==> src/rtl/vga_line_arbiter.sv <==
// Line-buffer arbiter between a VGA scan-out reader and a pixel writer sharing one
// single-port line RAM, with double-banked lines swapped on odd VGA lines.
module vga_line_arbiter #(
  parameter int unsigned H_DISPLAY = 640,
  parameter int unsigned PIX_SHIFT = 2,
  parameter int unsigned H_SWAP    = 799
) (
  input  logic       clk,
  input  logic       rst_n,
  input  logic [9:0] hpos,
  input  logic [9:0] vpos,
  input  logic       display_on,
  input  logic       wr_req,
  input  logic [7:0] wr_addr,
  input  logic [6:0] wr_data,
  input  logic       wr_line_done,
  output logic       wr_ack,
  output logic       ram_en,
  output logic       ram_we,
  output logic [8:0] ram_addr,
  output logic [6:0] ram_wdata,
  input  logic [6:0] ram_rdata,
  output logic [6:0] pix_color,
  output logic       miss,
  output logic [7:0] miss_count
);

  typedef enum logic {StFill, StReady} state_t;

  // The pixel index field of the RAM address is 8 bits wide.
  if ((H_DISPLAY >> PIX_SHIFT) > 256) begin : g_bad_geometry
    $error("vga_line_arbiter: H_DISPLAY >> PIX_SHIFT exceeds 256 source pixels");
  end

  state_t     r_state;
  logic       r_rd_bank;
  logic       r_miss;
  logic [7:0] r_miss_count;
  logic       r_slot_q;
  logic       r_off_q;
  logic [6:0] r_pix_color;

  logic       w_read_slot;
  logic       w_swap;
  logic [7:0] w_rd_idx;
  logic       w_unused_vpos;

  assign w_read_slot   = display_on && (hpos[PIX_SHIFT-1:0] == '0);
  assign w_swap        = (hpos == 10'(H_SWAP)) && vpos[0];
  assign w_rd_idx      = 8'(hpos >> PIX_SHIFT);
  assign w_unused_vpos = ^vpos[9:1];

  // Reader owns the RAM on its slot; the writer fills any other cycle.
  assign wr_ack    = wr_req && !w_read_slot;
  assign ram_en    = w_read_slot || wr_req;
  assign ram_we    = wr_ack;
  assign ram_addr  = w_read_slot ? {r_rd_bank, w_rd_idx} : {~r_rd_bank, wr_addr};
  assign ram_wdata = wr_data;

  assign pix_color  = r_pix_color;
  assign miss       = r_miss;
  assign miss_count = r_miss_count;

  // Pixel pipeline: RAM data arrives the cycle after the slot and is captured then.
  always_ff @(posedge clk or negedge rst_n) begin
    if (!rst_n) begin
      r_slot_q    <= 1'b0;
      r_off_q     <= 1'b0;
      r_pix_color <= '0;
    end else begin
      r_slot_q <= w_read_slot;
      r_off_q  <= !display_on;
      if (r_slot_q) begin
        r_pix_color <= ram_rdata;
      end else if (r_off_q) begin
        r_pix_color <= '0;
      end
    end
  end

  always_ff @(posedge clk or negedge rst_n) begin
    if (!rst_n) begin
      r_state      <= StFill;
      r_rd_bank    <= 1'b0;
      r_miss       <= 1'b0;
      r_miss_count <= '0;
    end else begin
      r_miss <= 1'b0;
      unique case (r_state)
        StFill: begin
          if (w_swap && wr_line_done) begin
            r_rd_bank <= ~r_rd_bank;
          end else if (w_swap) begin
            // Line not ready: keep showing the old bank and record the miss.
            r_miss <= 1'b1;
            if (r_miss_count != 8'hFF) begin
              r_miss_count <= r_miss_count + 8'd1;
            end
          end else if (wr_line_done) begin
            r_state <= StReady;
          end
        end
        StReady: begin
          if (w_swap) begin
            r_rd_bank <= ~r_rd_bank;
            r_state   <= StFill;
          end
        end
        default: r_state <= StFill;
      endcase
    end
  end

endmodule

==> config.mk <==
export PLATFORM = sky130hd
export DESIGN_NAME = vga_line_arbiter
export DESIGN_NICKNAME = d
export VERILOG_FILES = /design/src/rtl/vga_line_arbiter.sv
export SDC_FILE = /design/constraint.sdc
export NUM_CORES = 1
export LEC_CHECK = 0
export CAP_MARGIN = 20
export CELL_PAD_IN_SITES_DETAIL_PLACEMENT = 1
export CELL_PAD_IN_SITES_GLOBAL_PLACEMENT = 2
export CORE_UTILIZATION = 16
export CTS_CLUSTER_SIZE = 28
export DETAILED_ROUTE_END_ITERATION = 16
export GPL_TIMING_DRIVEN = 1
export PLACE_DENSITY_LB_ADDON = 0.1
export SLEW_MARGIN = 0
export SYNTH_ARGS = -nofsm -noshare
export SYNTH_HDL_FRONTEND = slang
export SYNTH_SLANG_ARGS = --single-unit
==> constraint.sdc <==
create_clock -name clk -period 1.55 [get_ports clk]
set_input_delay 0.31 -clock clk [delete_from_list [all_inputs] [get_ports clk]]
set_output_delay 0.31 -clock clk [all_outputs]
set_load 0.1 [all_outputs]
==> results.yml, run 1 <==
timing:
  setup_viol: 14
  rsz0062_at_grt: "true"
  setup_ws_ns: -0.09429
  tightest_slew_ns: 0.4367
  finalSetupTns_ns: -0.9392
  fin_crit_ns: 1.644
  finalCritPeriodShare_pct: 106.1
  fin_hold_ws_ns: 0.3301
  relSlewSlack_pct: 70.78
  final_max_slew_viol_count: 0
  timing.fmax_ghz: 0.6082
  fin_skew_ns: 0.004305
  hold_violations: 0
critical_path:
  max_stage_delay_ns: 0.31
  crit_chain: "buf_6, nor3_4, buf_6, buf_16, mux2_4, buf_12"
  crit_family: "buffers and inverters"
  crit_fanout: 5
  cp_common_cell: "buf_6"
  crit_arrival_ns: 1.33
  endpoint_kind: "output port"
  start_kind: "input pin"
  r2r_slack_ns: 0.02
  critPathBufInv: 4
  critPathKind: "in2out"
  crit_slowest_cell: "mux2_4"
  crit_required_ns: 1.24
grt:
  grt_pass1_vias: 1103
  grt-ovfl-total: 0
  antenna_found_initial: 0
  grt_pass1_wl_um: 5368
  grt_max_degree: 21
  grt_use_total_pct: 10.65
layout:
  num_antenna_cells: 0
  final_common_cell: "buf_12"
  layout.nets: 201
  area_delta_synth_final_pct: 125.3
  final_cell_mix: "29 x buf_12, 20 x clkdlybuf4s50_1, 13 x buf_4"
  drive_above_1_share_pct: 58.55
detailed_routing:
  drtIter0Drc: 12
  antenna_left: 0
  vias: 920
  wl_per_cell_um: 13.93
  wirelength_um: 3163
  drt_pre_antenna_iters: 2
  drc: 0
  viasPerCell: 4.053
clock_tree:
  cts_buffers: 3
  clk_pin_slew_ns: 0.07
  ctsHoldBuffers: 0
  cts_tree: "done"
  cts_buffer_depth: 2
  cts.htree.levels: 1
  cts_root_buf: "clkbuf_8"
  clk_latency_ns: 0.26
  cts_sinks: 20
synthesis:
  synth_area_um2: 1005
  synth_top_area_share_pct: 49.81
  synth_top_cell_by_area: "dfrtp_1"
  syn_nets: 130
  ys_seq_area_share_pct: 49.81
  avgSynthCellArea_um2: 12.25
  synth-seq-cells: 20
  yosysUniqueCellTypes: 24
  synth_cells: 82
  ys_top_cells_by_area: "dfrtp_1 50%, mux2_2 9.0%, xnor2_1 7.0%"
  yosysWarningCount: 0
die:
  die-width_um: 81.25
  pin_count: 82
  core_area_um2: 5991
  dieArea_um2: 6601
  die_y_um: 81.25
  rows: 28
  start_util_pct: 16.77
pwr:
  seqPwrFrac_pct: 33.8
  vdd_drop_max_uv: 290.9
  intPower_uw: 1117
  p_clk_share_pct: 32.2
  p_switching_uw: 504.0
  pwr-share-comb_pct: 34.0
  power_switching_share_pct: 31.10
  p_total_uw: 1621
  power_density_nw_per_um2: 716.0
  p_leak_uw: 0.0009834
hold_path:
  hold_class: "in2reg"
outcome:
  outcome: "finished, violations left"
  violations: "setup timing"
run:
  drv_cap: 0
placement:
  gp_congestion: 0.7199
  io_buffers: 58
  dp_hpwl_um: 2555
cell usage after synthesis:
master	n
ha_1	1
xor2_1	1
or4b_4	1
o21a_1	1
inv_1	1
clkbuf_1	2
mux2_2	8
nor4_4	1
nand4_1	5
xnor2_1	8
nor3b_1	1
nor2_1	1
and3_1	3
nor2b_1	1
mux2_4	1
nand3_1	4
or2_2	3
a22o_1	7
nand2_2	1
and2_1	1
buf_4	8
dfrtp_1	20
and4_1	1
nor3_1	1
final timing paths:
path	from	endpoint	cells after the start
min	hpos[1]	r_slot_q	3
max reg2reg	miss_count[1]	miss_count[5]	5
min reg2reg	miss_count[7]	miss_count[7]	1
max in group asynchronous	rst_n	miss_count[4]	2
max	hpos[1]	ram_addr[4]	6
min in group asynchronous	rst_n	miss_count[1]	2
sequential cells by signal, indices dropped and copies added (netlist names):
signal / count
miss_count: 8
pix_color: 7
miss: 1
r_off_q: 1
r_rd_bank: 1
r_slot_q: 1
r_state: 1
layer usage:
metal | vias to the layer above | share of wire (%) | global-route usage (%)
met4 | 0 | 1.3 | 3.571
met3 | 8 | 8.8 | 3.371
met1 | 445 | 38 | 12.61
li1 | 427 | - | -
met2 | 40 | 51 | 18.07
met5 | - | 0 | 0
cell families after synthesis:
group | synth area share (%)
buffers and inverters | 7.099
XOR/XNOR | 7.846
AND/OR/NAND/NOR | 16.69
flip-flops | 49.81
adder cells (fa/ha/maj) | 1.245
AO/OA/AOI/OAI | 6.850
multiplexers | 10.46
final cells by class:
type | instances | area [um2]
Tap cell | 75 | 93.84
Timing Repair Buffer | 76 | 1026
Clock buffer | 3 | 41.29
Clock inverter | 1 | 30.03
Sequential cell | 20 | 525.5
Fill cell | 627 | 3727
Inverter | 1 | 6.256
Multi-Input combinational cell | 51 | 540.5
power groups by stage:
stage          clock (uW)  combinational (uW)  sequential [uW]
5_1_grt               558                 571              550
4_1_cts               541                 555              548
6_report              522                 551              548
3_3_place_gp            0                 540              558
2_1_floorplan           0                 318              620
3_5_place_dp            0                 544              559
worst min-delay path, cell delays in order:
cell,delay [ns]
buf_6,0.08
nor3_4,0.03
buf_6,0.12
what timing repair did:
item | 4_1_cts | 5_1_grt
pin swaps | 9 | 7
gates resized for setup | 48 | 3
gates cloned | 1 | 0
buffers inserted | 2 | 1
endpoints found under the setup margin | 21 | 20
per-stage QoR:
| step | utilization (%) | cell area, um2 | setup WS, ns | instances |
|---|---|---|---|---|
| final | 37.78 | 2263 | -0.09429 | 227 |
| after floorplan | - | 1112 | -0.1399 | 82 |
| after CTS | 37.43 | 2242 | -0.09978 | 226 |
| after global routing | 37.78 | 2263 | -0.1311 | 227 |
| after detailed placement | 34.96 | 2095 | -0.5751 | 219 |
| after global placement | 34.96 | 2095 | -0.5180 | 219 |
Note: power is estimated with default switching activity, not from simulation.
==> run 2, diff against run 1 <==
Clock period 1.55 ns to 1.4 ns, I/O delays scaled along.
==> results.yml, run 2 (same netlist as run 1, synthesis figures left out) <==
outcome:
  outcome: "finished, violations left"
  violations: "setup timing"
timing:
  finalSetupTns_ns: -1.722
  relSlewSlack_pct: 69.99
  setup_viol: 18
  rsz0062_at_grt: "true"
  final_max_slew_viol_count: 0
  timing.fmax_ghz: 0.6512
  fin_crit_ns: 1.536
  fin_skew_ns: 0.003522
  tightest_slew_ns: 0.4485
  finalCritPeriodShare_pct: 109.7
  setup_ws_ns: -0.1357
  hold_violations: 0
run:
  drv_cap: 0
pwr:
  power_density_nw_per_um2: 782.5
  vdd_drop_max_uv: 386.4
  seqPwrFrac_pct: 34.0
  p_switching_uw: 554.2
  p_leak_uw: 0.001018
  pwr-share-comb_pct: 33.7
  p_clk_share_pct: 32.3
  intPower_uw: 1229
  power_switching_share_pct: 31.09
critical_path:
  crit_arrival_ns: 1.26
  crit_chain: "buf_8, inv_12, nor3_4, buf_6, mux2_4, buf_12"
  r2r_start: "r_state"
  endpoint_kind: "output port"
  crit_slowest_cell: "mux2_4"
  critPathKind: "in2out"
  crit_required_ns: 1.12
  r2r_slack_ns: -0.11
  ff2ff_path_depth: 5
  max_stage_delay_ns: 0.32
  crit_fanout: 5
  regToRegEndpoint: "miss_count[6]"
  start_kind: "input pin"
die:
  dieArea_um2: 6601
  die-width_um: 81.25
  core_area_um2: 5991
  start_util_pct: 16.77
  pin_count: 82
  die_y_um: 81.25
  rows: 28
detailed_routing:
  drt_pre_antenna_iters: 3
  vias: 938
  drtIter0Drc: 19
  viasPerCell: 4.061
  antenna_left: 0
  drc: 0
  wl_per_cell_um: 13.02
  wirelength_um: 3008
grt:
  antenna_found_initial: 0
  grt-ovfl-total: 0
  grt_max_degree: 21
  grt_pass1_vias: 1041
  grt_pass1_wl_um: 4885
  grt_use_total_pct: 9.471
placement:
  gp_congestion: 0.6747
  dp_hpwl_um: 2505
  dpl_worst_slack_ns: -0.7173
  io_buffers: 58
layout:
  final_common_cell: "buf_12"
  multiInputGateArea_um2: 535.5
  utilization_pct: 38.03
  drive_above_1_share_pct: 58.97
  fill_cells: 626
  layout.nets: 205
  area_delta_synth_final_pct: 126.8
  seq_area_um2: 525.5
  largest_register_ffs: 8
  final_cell_mix: "29 x buf_12, 18 x buf_4, 16 x clkdlybuf4s50_1"
  num_antenna_cells: 0
clock_tree:
  clk_pin_slew_ns: 0.08
  clk_latency_ns: 0.25
  cts_sinks: 20
  cts_buffer_depth: 2
  cts_tree: "done"
  ctsHoldBuffers: 0
  cts_buffers: 3
  cts_root_buf: "clkbuf_8"
  cts.htree.levels: 1
hold_path:
  hold_class: "in2async"
## run 2: cell types whose count changed in the layout (fill, tap and decap cells not counted), moves of 2 or more
cell / delta
nand3_1: +2
buf_6: -2
dlygate4sd2_1: +2
buf_4: +5
dlymetal6s2s_1: +2
clkdlybuf4s50_1: -4
## run 2: power groups by stage
stage	logic [uW]	registers, uW	clock network (uW)
final	601	606	575
after global routing	625	608	619
after CTS	609	607	593
after detailed placement	607	619	0
after global placement	603	618	0
after floorplan	356	687	0
## run 2: worst max-delay path by stage
stage,startpoint,endpoint,slack [ns],cells past startpoint
2_1_floorplan,hpos[7],miss_count[1],-0.26,4
3_3_place_gp,display_on,ram_addr[1],-0.70,6
3_5_place_dp,display_on,ram_addr[0],-0.72,6
4_1_cts,hpos[6],miss_count[7],-0.19,6
5_1_grt,r_state,miss_count[6],-0.23,5
6_report,display_on,ram_addr[5],-0.14,6
## run 2: worst max-delay path: cells and delay by family
| kind | cells | cell delay (ns) |
|---|---|---|
| buffers and inverters | 4 | 0.46 |
| AND/OR/NAND/NOR | 1 | 0.19 |
| multiplexers | 1 | 0.32 |
## run 2: routing by layer
layer	GRT usage, %	part of all wire (%)	vias up
met4	1.786	0.33	0
met1	11.60	41	461
met3	3.820	8.5	4
met5	0	0	-
met2	15.63	50	38
li1	-	-	435
## run 2: per-stage QoR
step | hold WS (ns) | total power [uW] | instances | instance area, um2
after floorplan | -0.01559 | 1042 | 82 | 1140
after global placement | 0.5179 | 1221 | 223 | 2152
after detailed placement | 0.5127 | 1226 | 223 | 2152
after CTS | 0.3690 | 1809 | 230 | 2263
after global routing | 0.3858 | 1852 | 231 | 2278
final | 0.3585 | 1783 | 231 | 2278
## run 2: area by class of cell
| cell class | count | area share, % |
|---|---|---|
| clock buffer | 3 | 1.812 |
| clock inverter | 1 | 1.318 |
| inverter | 1 | 0.7139 |
| multi-input combinational | 51 | 23.50 |
| sequential | 20 | 23.06 |
| tap | 75 | 4.119 |
| timing repair buffer | 80 | 45.47 |
## run 2: what timing repair did
item | 4_1_cts | 5_1_grt
setup endpoints to repair | 23 | 22
gates resized for setup | 47 | 3
pin swaps | 11 | 7
setup buffers | 3 | 1
